### src/rtl/pn_bert_checker_pkg.sv
// Shared state encoding and LFSR helper functions for the PN BERT checker.
// Helpers operate on a fixed 32-bit vector, so LFSR_W may not exceed 32.
package pn_bert_checker_pkg;

  localparam int unsigned LFSR_W_DEF = 24;
  localparam int unsigned FN_W       = 32;

  typedef enum logic [1:0] {
    SEARCH = 2'd0,
    VERIFY = 2'd1,
    LOCKED = 2'd2
  } bertState_t;

  // Ones in every stage position below len.
  function automatic logic [FN_W-1:0] lenMask(input logic [4:0] len);
    lenMask = (FN_W'(1) << len) - FN_W'(1);
  endfunction

  function automatic logic predictBit(input logic [FN_W-1:0] tapped);
    predictBit = ^tapped;
  endfunction

endpackage

### src/rtl/bert_sync_lfsr.sv
// Receive LFSR: state register, length-masked taps, predicted bit and the
// selection between self-synchronising (received bit) and free-running feedback.
module bert_sync_lfsr
  import pn_bert_checker_pkg::*;
#(
  parameter int unsigned LFSR_W = LFSR_W_DEF
) (
  input  logic              clk,
  input  logic              reset,
  input  logic              shiftEn,
  input  logic              freeRun,
  input  logic              flipFb,
  input  logic              dataBit,
  input  logic [LFSR_W-1:0] poly,
  input  logic [4:0]        polyLength,
  output logic              predict
);

  logic [LFSR_W-1:0] s;
  logic [FN_W-1:0]   sExt;
  logic [FN_W-1:0]   polyExt;
  logic              shiftIn;

  always_comb begin
    sExt                 = '0;
    sExt[LFSR_W-1:0]     = s;
    polyExt              = '0;
    polyExt[LFSR_W-1:0]  = poly;
    predict              = predictBit(sExt & polyExt & lenMask(polyLength));
    // An inverted lock keeps the register holding the inverted sequence.
    shiftIn              = freeRun ? (predict ^ flipFb) : dataBit;
  end

  always_ff @(posedge clk) begin
    if (reset) begin
      s <= '0;
    end else if (shiftEn) begin
      s <= {s[LFSR_W-2:0], shiftIn};
    end
  end

endmodule

### config.mk
export PLATFORM = sky130hd
export DESIGN_NAME = bert_sync_lfsr
export DESIGN_NICKNAME = d
export VERILOG_FILES = /design/src/rtl/pn_bert_checker_pkg.sv /design/src/rtl/bert_sync_lfsr.sv
export SDC_FILE = /design/constraint.sdc
export NUM_CORES = 1
export LEC_CHECK = 0
export BUFFER_PORTS_ARGS = -buffer_cell sky130_fd_sc_hd__buf_2
export CAP_MARGIN = 30
export CORE_AREA = 2 2 66 68
export DETAILED_ROUTE_END_ITERATION = 8
export DIE_AREA = 0 0 68 70
export GPL_TIMING_DRIVEN = 1
export PLACE_DENSITY_LB_ADDON = 0.12
export SLEW_MARGIN = 0
export SYNTH_ARGS = -nofsm -noshare
export SYNTH_HDL_FRONTEND = slang
export SYNTH_SLANG_ARGS = --single-unit
### constraint.sdc
create_clock -name clk -period 5.5 [get_ports clk]
set_input_delay 0.825 -clock clk [delete_from_list [all_inputs] [get_ports clk]]
set_output_delay 0.825 -clock clk [all_outputs]
set_load 0.02 [all_outputs]
==> results list, run 1 <==
- The run finished with clean final reports.
* Post-CTS Setup Inserts: 0
- Worst rel slew slack: 52.1%
- Number of port buffers: 35
- The detail route stage leaves a number of antenna-violating nets equal to 0.
- Derived from the worst setup path, the maximum achievable clock frequency is approximately 210 MHz.
* Maximum fanout along the worst path: 22
- In this run the mean area of a mapped cell was 8.14 um2.
- For this run, the total global-route usage over all layers was measured as approximately a fifth.
- 0 antenna diodes ended up in the layout.
* Max reg flops: 24
- Post-route minimum period: around 4.7 ns
- Worst min-delay path class: reg2reg
- TritonCTS built the clock tree.
- The number of nets handed over by synthesis was 251.
* Peak per-stage delay on the critical path: roughly 0.56 ns
- Final layout net count: roughly 270
- Syn-to-layout area delta: 10.9%
* Vias: approximately 1,500
* Number of antenna violations at the first check in global routing: 0
- Before antenna repair, the detailed router went through 4 iterations.
- By count the netlist is led by nor2_1 (31), mux2i_1 (25), dfxtp_1 (24).
* DR WL/cell: ~14 um
* Pin count of the biggest net entering global routing: 33
- CP max-delay cell: ha_1
- Synthesized flop and latch total: 24
- Detailed routing placed a total of approximately 150 um of wire on met3.
- At the worst endpoint, the required time is about 4.7 ns.
* Number of instances resized during post-cts repair: 0
- The final-report max-slew violation count is 0.
* Critical setup path kind: in2out
- RePlAce Congestion: between 0.8 and 0.9
- Using the TritonRoute via totals, the vias-per-cell ratio works out to around 5.3.
- Floorplan die width: about 68 um
- The share of total power dissipated in combinational logic is ~18%.
- Latest clock arrival within the worst-skew pair: 0.26 ns
- STA classifies the critical path endpoint as an output port.
- Number of max-capacitance violations reported: 0
- Routed length on met1: about 2000 um
- RSZ-0062 raised after global routing: no
- Buf+Inv Stages, Crit Path: 2
- Worst clock skew on the final layout: approximately 0.0032 ns
- At the worst endpoint, the arrival time is slightly below 4 ns.
* Final-report setup violation count: 0
- Pint: roughly 270 uW
- In the synthesized netlist the async set-or-reset flop fraction comes to 0%.
* Top layer in use: met4
- The first routing iteration left 102 violations.
- Sequential cells burn between 40% and 50% of the power.
* Most repeated cell in the gate-level netlist after synthesis: nor2_1
- Most flop-heavy register: s
* Largest registers ranked by flip-flop count: s (24)
* Total of warnings raised by yosys: 0
- After global routing the overflow that remains totals 0.
- In this design, the largest share of critical-path delay is due to simple AND/OR/NAND/NOR gates.
- Fraction of the yosys area taken by sequential cells: 27.5%
- Dominant cell type by area after synthesis: dfxtp_1
- The HPWL after detailed placement is between 3000 and 4000 um.
- In the final layout, the share of cells above drive strength 1 is a little under a fifth.
* Max Buffers Root-to-Sink: 2
* Floorplan core area: 0.00414 mm2
- Counting stages on the worst path, the most repeated cell is xnor2_1.
* Final period utilization: between 80% and 90%
- Net switching is about a quarter of the power.
- Ratio of total power to cell area: 185 mW/mm2
- The signal on the critical path passes through buf_2 -> or2_1 -> nor2_1 -> nand2_1 -> ha_1 -> and2_1 -> o21ai_0 -> a221oi_1 -> xnor2_1 -> xor2_1 -> xnor2_1 -> xnor2_1 -> buf_2.
* Number of buffers inserted during clock tree synthesis: 3
* Total number of placement rows: 24
- Summed over all nets, wire length on met2 after detailed routing comes to 1900 um.
- Summed over all layers, the routed wires come to between 4000 and 5000 um.
- CTS built an H-tree with a depth of 1.
* Final setup TNS: 0 ns
* Top Ports: 36
- IR analysis of the VDD net gives a maximum drop of approximately 0.13 mV.
* Most common flop cell mapped by yosys: dfxtp_1
- Number of unique standard cell types used by synthesis: 44
* Full die area: approximately 0.0048 mm2
* EDFF count, synth: 0
- Summed over all cells, the static leakage comes to slightly above 0.8 nW.
* Library cell used as clock root buffer: clkbuf_8
- CTS saw 24 sinks.
* Effective utilization at floorplan: 42.2%
- Cells fill 46.8% of the core in the end.
- Global-route wire length before repair: just under 7000 um
- Clock-pin slew was measured on the worst setup and hold paths at roughly 0.08 ns.
- For flop-to-flop paths, the worst setup slack is between 3 and 4 ns.
- After filler insertion, the fill cell instance count of the layout stands at around 430.
- Clock power share: between 30% and 40%
* Least-Margin Pin Slew: ~0.72 ns
- Yosys attributes the largest share of cell area to dfxtp_1 (27%), mux2i_1 (14%), xnor2_1 (8.5%), nor2_1 (6.7%), nand2_1 (3.6%).
- After technology mapping, the gate count stands at about 220.
- Hold repair after CTS inserted 0 buffers.
- Vias in the first global route: 1,453
* Area share of the largest cell type after synthesis: between 20% and 30%
- For this run, design rule violations remaining after detail routing come to 0.
- After synthesis the cells add up to roughly 0.0017 mm2.
- In this run the power spent charging and discharging nets is 93.6 uW.
- Overall die height: about 70 um
- The final hold violation count came to 0.
- The worst setup path is launched from an input port.
## routing by layer
layer  global-route usage (%)  vias to the layer above
met5                        0                        -
met4                     5.78                        0
met3                     2.58                        8
met2                     28.2                       35
met1                     27.5                      675
li1                         -                      796
## final timing paths
| check | startpoint | end | cells after the start |
|---|---|---|---|
| worst max-delay path | polyLength[3] | predict | 13 |
| worst min-delay path | s[23] | s[23] | 2 |
| worst max register to register | s[23] | s[0] | 9 |
| worst min register to register | s[23] | s[23] | 2 |
## worst reg2reg max path, cell delays in order (launching register included)
cell	delay, ns
dfxtp_1	0.34
nand4_1	0.10
xnor2_1	0.22
xnor2_1	0.10
xnor2_1	0.26
xnor2_1	0.17
xor2_1	0.28
xnor3_1	0.41
nor2b_1	0.12
o32ai_1	0.07
## cells in the final DEF (no fill, tap or decap), types with 3 or more instances in the layout
| cell type | Yosys | final |
|---|---|---|
| a21oi_1 | 9 | 9 |
| a31oi_1 | 3 | 3 |
| buf_2 | 6 | 35 |
| clkbuf_8 | 0 | 4 |
| dfxtp_1 | 24 | 24 |
| inv_1 | 5 | 5 |
| mux2i_1 | 25 | 25 |
| nand2_1 | 17 | 17 |
| nand3_1 | 4 | 4 |
| nor2_1 | 31 | 31 |
| nor3_1 | 4 | 4 |
| nor4_1 | 3 | 3 |
| o211ai_1 | 6 | 6 |
| o21ai_0 | 9 | 9 |
| o31ai_1 | 3 | 3 |
| xnor2_1 | 17 | 17 |
| xor2_1 | 5 | 5 |
## cell families after synthesis
kind of cell | count (synthesis) | synth area share [%]
compound gates | 40 | 16.0
xor+xnor | 24 | 13.6
fa+ha+maj | 1 | 0.715
buf+inv | 24 | 7.08
flops | 24 | 27.5
mux | 25 | 14.3
simple gates | 77 | 20.8
## layout make-up
cell class                      instances  area (um2)  share of cell area [%]
Multi-Input combinational cell        167        1140                    59.0
Sequential cell                        24         480                    24.8
Timing Repair Buffer                   35         175                    9.03
Tap cell                               52        65.1                    3.35
Clock buffer                            4        55.1                    2.84
Inverter                                5        18.8                   0.968
## power groups by stage
stage | combinational (mW) | sequential, mW | clock, mW
6_report | 0.0635 | 0.176 | 0.120
3_3_place_gp | 0.0643 | 0.180 | 0
4_1_cts | 0.0635 | 0.176 | 0.125
3_5_place_dp | 0.0632 | 0.180 | 0
5_1_grt | 0.0701 | 0.176 | 0.127
2_1_floorplan | 0.0461 | 0.180 | 0
## per-stage QoR
| stage | instances | total power [mW] | setup WS, ns | hold WS (ns) | area (um2) |
|---|---|---|---|---|---|
| CTS | 287 | 0.364 | 0.838 | 0.525 | 1940 |
| global placement | 283 | 0.244 | 0.886 | 0.507 | 1880 |
| finish | 287 | 0.359 | 0.808 | 0.515 | 1940 |
| global route | 287 | 0.373 | 0.530 | 0.562 | 1940 |
| floorplan | 215 | 0.226 | 1.12 | 0.460 | 1750 |
| detailed placement | 283 | 0.243 | 0.844 | 0.503 | 1880 |
(Power assumes the default switching activity.)
==> run 2: changes to the inputs <==
--- a/config.mk
+++ b/config.mk
@@ -7,9 +7,9 @@
 export LEC_CHECK = 0
 export BUFFER_PORTS_ARGS = -buffer_cell sky130_fd_sc_hd__buf_2
 export CAP_MARGIN = 30
-export CORE_AREA = 2 2 66 68
+export CORE_AREA = 2 2 74 76
 export DETAILED_ROUTE_END_ITERATION = 8
-export DIE_AREA = 0 0 68 70
+export DIE_AREA = 0 0 76 78
 export GPL_TIMING_DRIVEN = 1
 export PLACE_DENSITY_LB_ADDON = 0.12
 export SLEW_MARGIN = 0
==> results list, run 2 (synthesized netlist as in run 1, its figures left out) <==
- Total leakage power: a little over 0.8 nW
- For this run, the top clock speed supported by timing is 213 MHz.
- Number of remaining DRC errors: 0
- Summing over every cut layer, the via total after detailed routing is about 1,500.
- Antenna Cells: 0
- Ratio of total power to cell area: 184 mW/mm2
- Max Buffers Root-to-Sink: 2
- DR WL/cell: 14.6 um
- The slowest stage of the critical path belongs to the cell ha_1.
- CTS built an H-tree with a depth of 1.
* Antenna-violating nets left: 0
- Reg-to-Reg End: s[0]
- Entering global routing, the biggest net connects 33 pins.
- Buf+Inv Stages, Crit Path: 2
- Post-route setup slack: around 0.80 ns
- Non-Filler Cell Area, Final: between 0.0015 and 0.002 mm2
- Setup repair after global routing left no endpoint under its margin.
* Post-CTS Setup Inserts: 0
* Cell-by-cell listing of the critical path: buf_2 -> or2_1 -> nor2_1 -> nand2_1 -> ha_1 -> and2_1 -> o21ai_0 -> a221oi_1 -> xnor2_1 -> xor2_1 -> xnor2_1 -> xnor2_1 -> buf_2
- Number of port buffers: 35
- Via density per instance: around 5.0
- Vias in the first global route: between 1,000 and 1,500
- In this run, post-CTS hold repair placed 0 buffers.
* Syn-to-layout area delta: 12.2%
- Measured along the y axis, the die boundary spans 78 um.
- Number of pins with negative max-slew slack in the final report: 0
- Detailed placement finished with a half-perimeter wire length of around 3300 um.
- Maximum fanout along the worst path: 22
- Fraction of the core area covered by cells at the end of the flow: between 30% and 40%
- The tree is rooted in a clkbuf_8.
- Hold Path Sink: s[23]
* Total of fill cells in the finished design: 540
- Critical Path AT: around 3.9 ns
- Most frequent cell on the critical path: xnor2_1
- Along the worst hold path, the cell count comes to 2.
* Full die area: around 0.0059 mm2
* Number of buffers inserted during clock tree synthesis: 3
* Startpoint type of the worst setup path: input port
- Depth of the most critical reg-to-reg path: 9
* Total global routing track utilization: roughly 16%
- The largest single stage delay on the critical path is about 0.59 ns.
- STA puts the critical path data required time at between 4 and 5 ns.
* Number of hold-slack violations in the final timing report: 0
- R2R Setup Slk: 3.25 ns
- Post-detailed-routing wire length: 4460 um
- Subtracting the final worst setup slack from the clock period gives roughly 4.7 ns.
* Total grt overflow: 0
- Worst min-delay path class: reg2reg
- The critical path runs through a total of 13 cells.
- Most flop-heavy register: s
* Cell Area, Placed: 0.00191 mm2
- Across the run, the number of max-cap violations was 0.
- Final period utilization: a little under nine tenths
- Latest clock arrival within the worst-skew pair: 0.27 ns
* Number of iterations in the first detailed-routing pass: 4
- After the last flow step, the layout net total stands at 272.
- Final-report setup violation count: 0
* Smallest hold slack: ~0.51 ns
* Clock tree from TritonCTS: yes
* Sinks on the clock net: 24
- Critical setup path kind: in2out
- 36 I/O pins were placed.
- Once the floorplan was initialized, standard cells occupied between 30% and 40% of the core.
* Peak supply drop: 0.114 mV
- Max reg flops: 24
* Global-route wire length before repair: between 7000 and 8000 um
- At the placement stage, the worst setup path has a slack of 0.806 ns.
* Worst rel slew slack: 51.3%
- Floorplan die width: ~76 um
- The largest registers in the layout are s (24).
- In this run the most critical hold path is launched from s[23].
* Fraction of layout cells with a size suffix above 1: between 10% and 20%
- Setup crit end kind: output port
- Most common library cell in the layout ignoring fill and taps: buf_2
* DR iter-0 viols: roughly 110
* Worst clock skew on the final layout: ~0.006 ns
- Result of the run: finished, final reports clean
- Once the clock tree was built, the resizer swapped 0 gates to a different size.
- Routability-driven placement finished with a final weighted congestion of just over 0.8.
- In the layout the commonest cells are buf_2 (35), nor2_1 (31), mux2i_1 (25), dfxtp_1 (24).
- Least-Margin Pin Slew: about 0.73 ns
- Adding up every negative setup slack in the final design gives 0 ns.
* Total number of placement rows: 26
* Number of antenna violations at the first check in global routing: 0
- Clk pin slew, worst setup/hold paths: roughly 0.090 ns
- Floorplan core area: 0.00504 mm2
- The worst register-to-register path begins at s[23].
* Family with the most delay on the worst path: simple AND/OR/NAND/NOR gates
[run 2: final cells by class]
cell class / count / area [um2] / area share, %
sequential: 24 / 480 / 24.5
inverter: 5 / 18.8 / 0.957
timing repair buffer: 35 / 175 / 8.93
clock buffer: 4 / 55.1 / 2.81
multi-input combinational: 167 / 1140 / 58.4
tap: 70 / 87.6 / 4.46
[run 2: worst max path at each step]
stage | start | endpoint
after global routing | polyLength[3] | predict
after detailed placement | polyLength[3] | predict
final | polyLength[3] | predict
after global placement | polyLength[3] | predict
after CTS | polyLength[3] | predict
after floorplan | polyLength[2] | predict
[run 2: worst reg2reg max path, delay by kind of cell (launching register included)]
kind,cells,cell delay [ns]
compound gates,1,0.07
flops,1,0.34
simple gates,2,0.23
xor+xnor,6,1.46
[run 2: where the power goes]
part | internal [mW] | total (mW) | switching (mW)
Combinational | 0.0268 | 0.0644 | 0.0376
Sequential | 0.175 | 0.176 | 0.00111
Clock | 0.0639 | 0.120 | 0.0565
[run 2: per-layer routing]
metal / wire length, um / global-route usage [%] / part of all wire, % / vias up
met5: 0 / 0 / 0 / -
met4: 44 / 4.91 / 0.99 / 0
met3: 133 / 2.44 / 3.0 / 4
met2: 2010 / 25.9 / 45 / 34
met1: 2260 / 21.7 / 51 / 704
li1: - / - / - / 792
[run 2: per-stage QoR]
step / cells / power [mW]
after floorplan: 215 / 0.226
after global placement: 301 / 0.245
after detailed placement: 301 / 0.244
after CTS: 305 / 0.368
after global routing: 305 / 0.382
final: 305 / 0.361
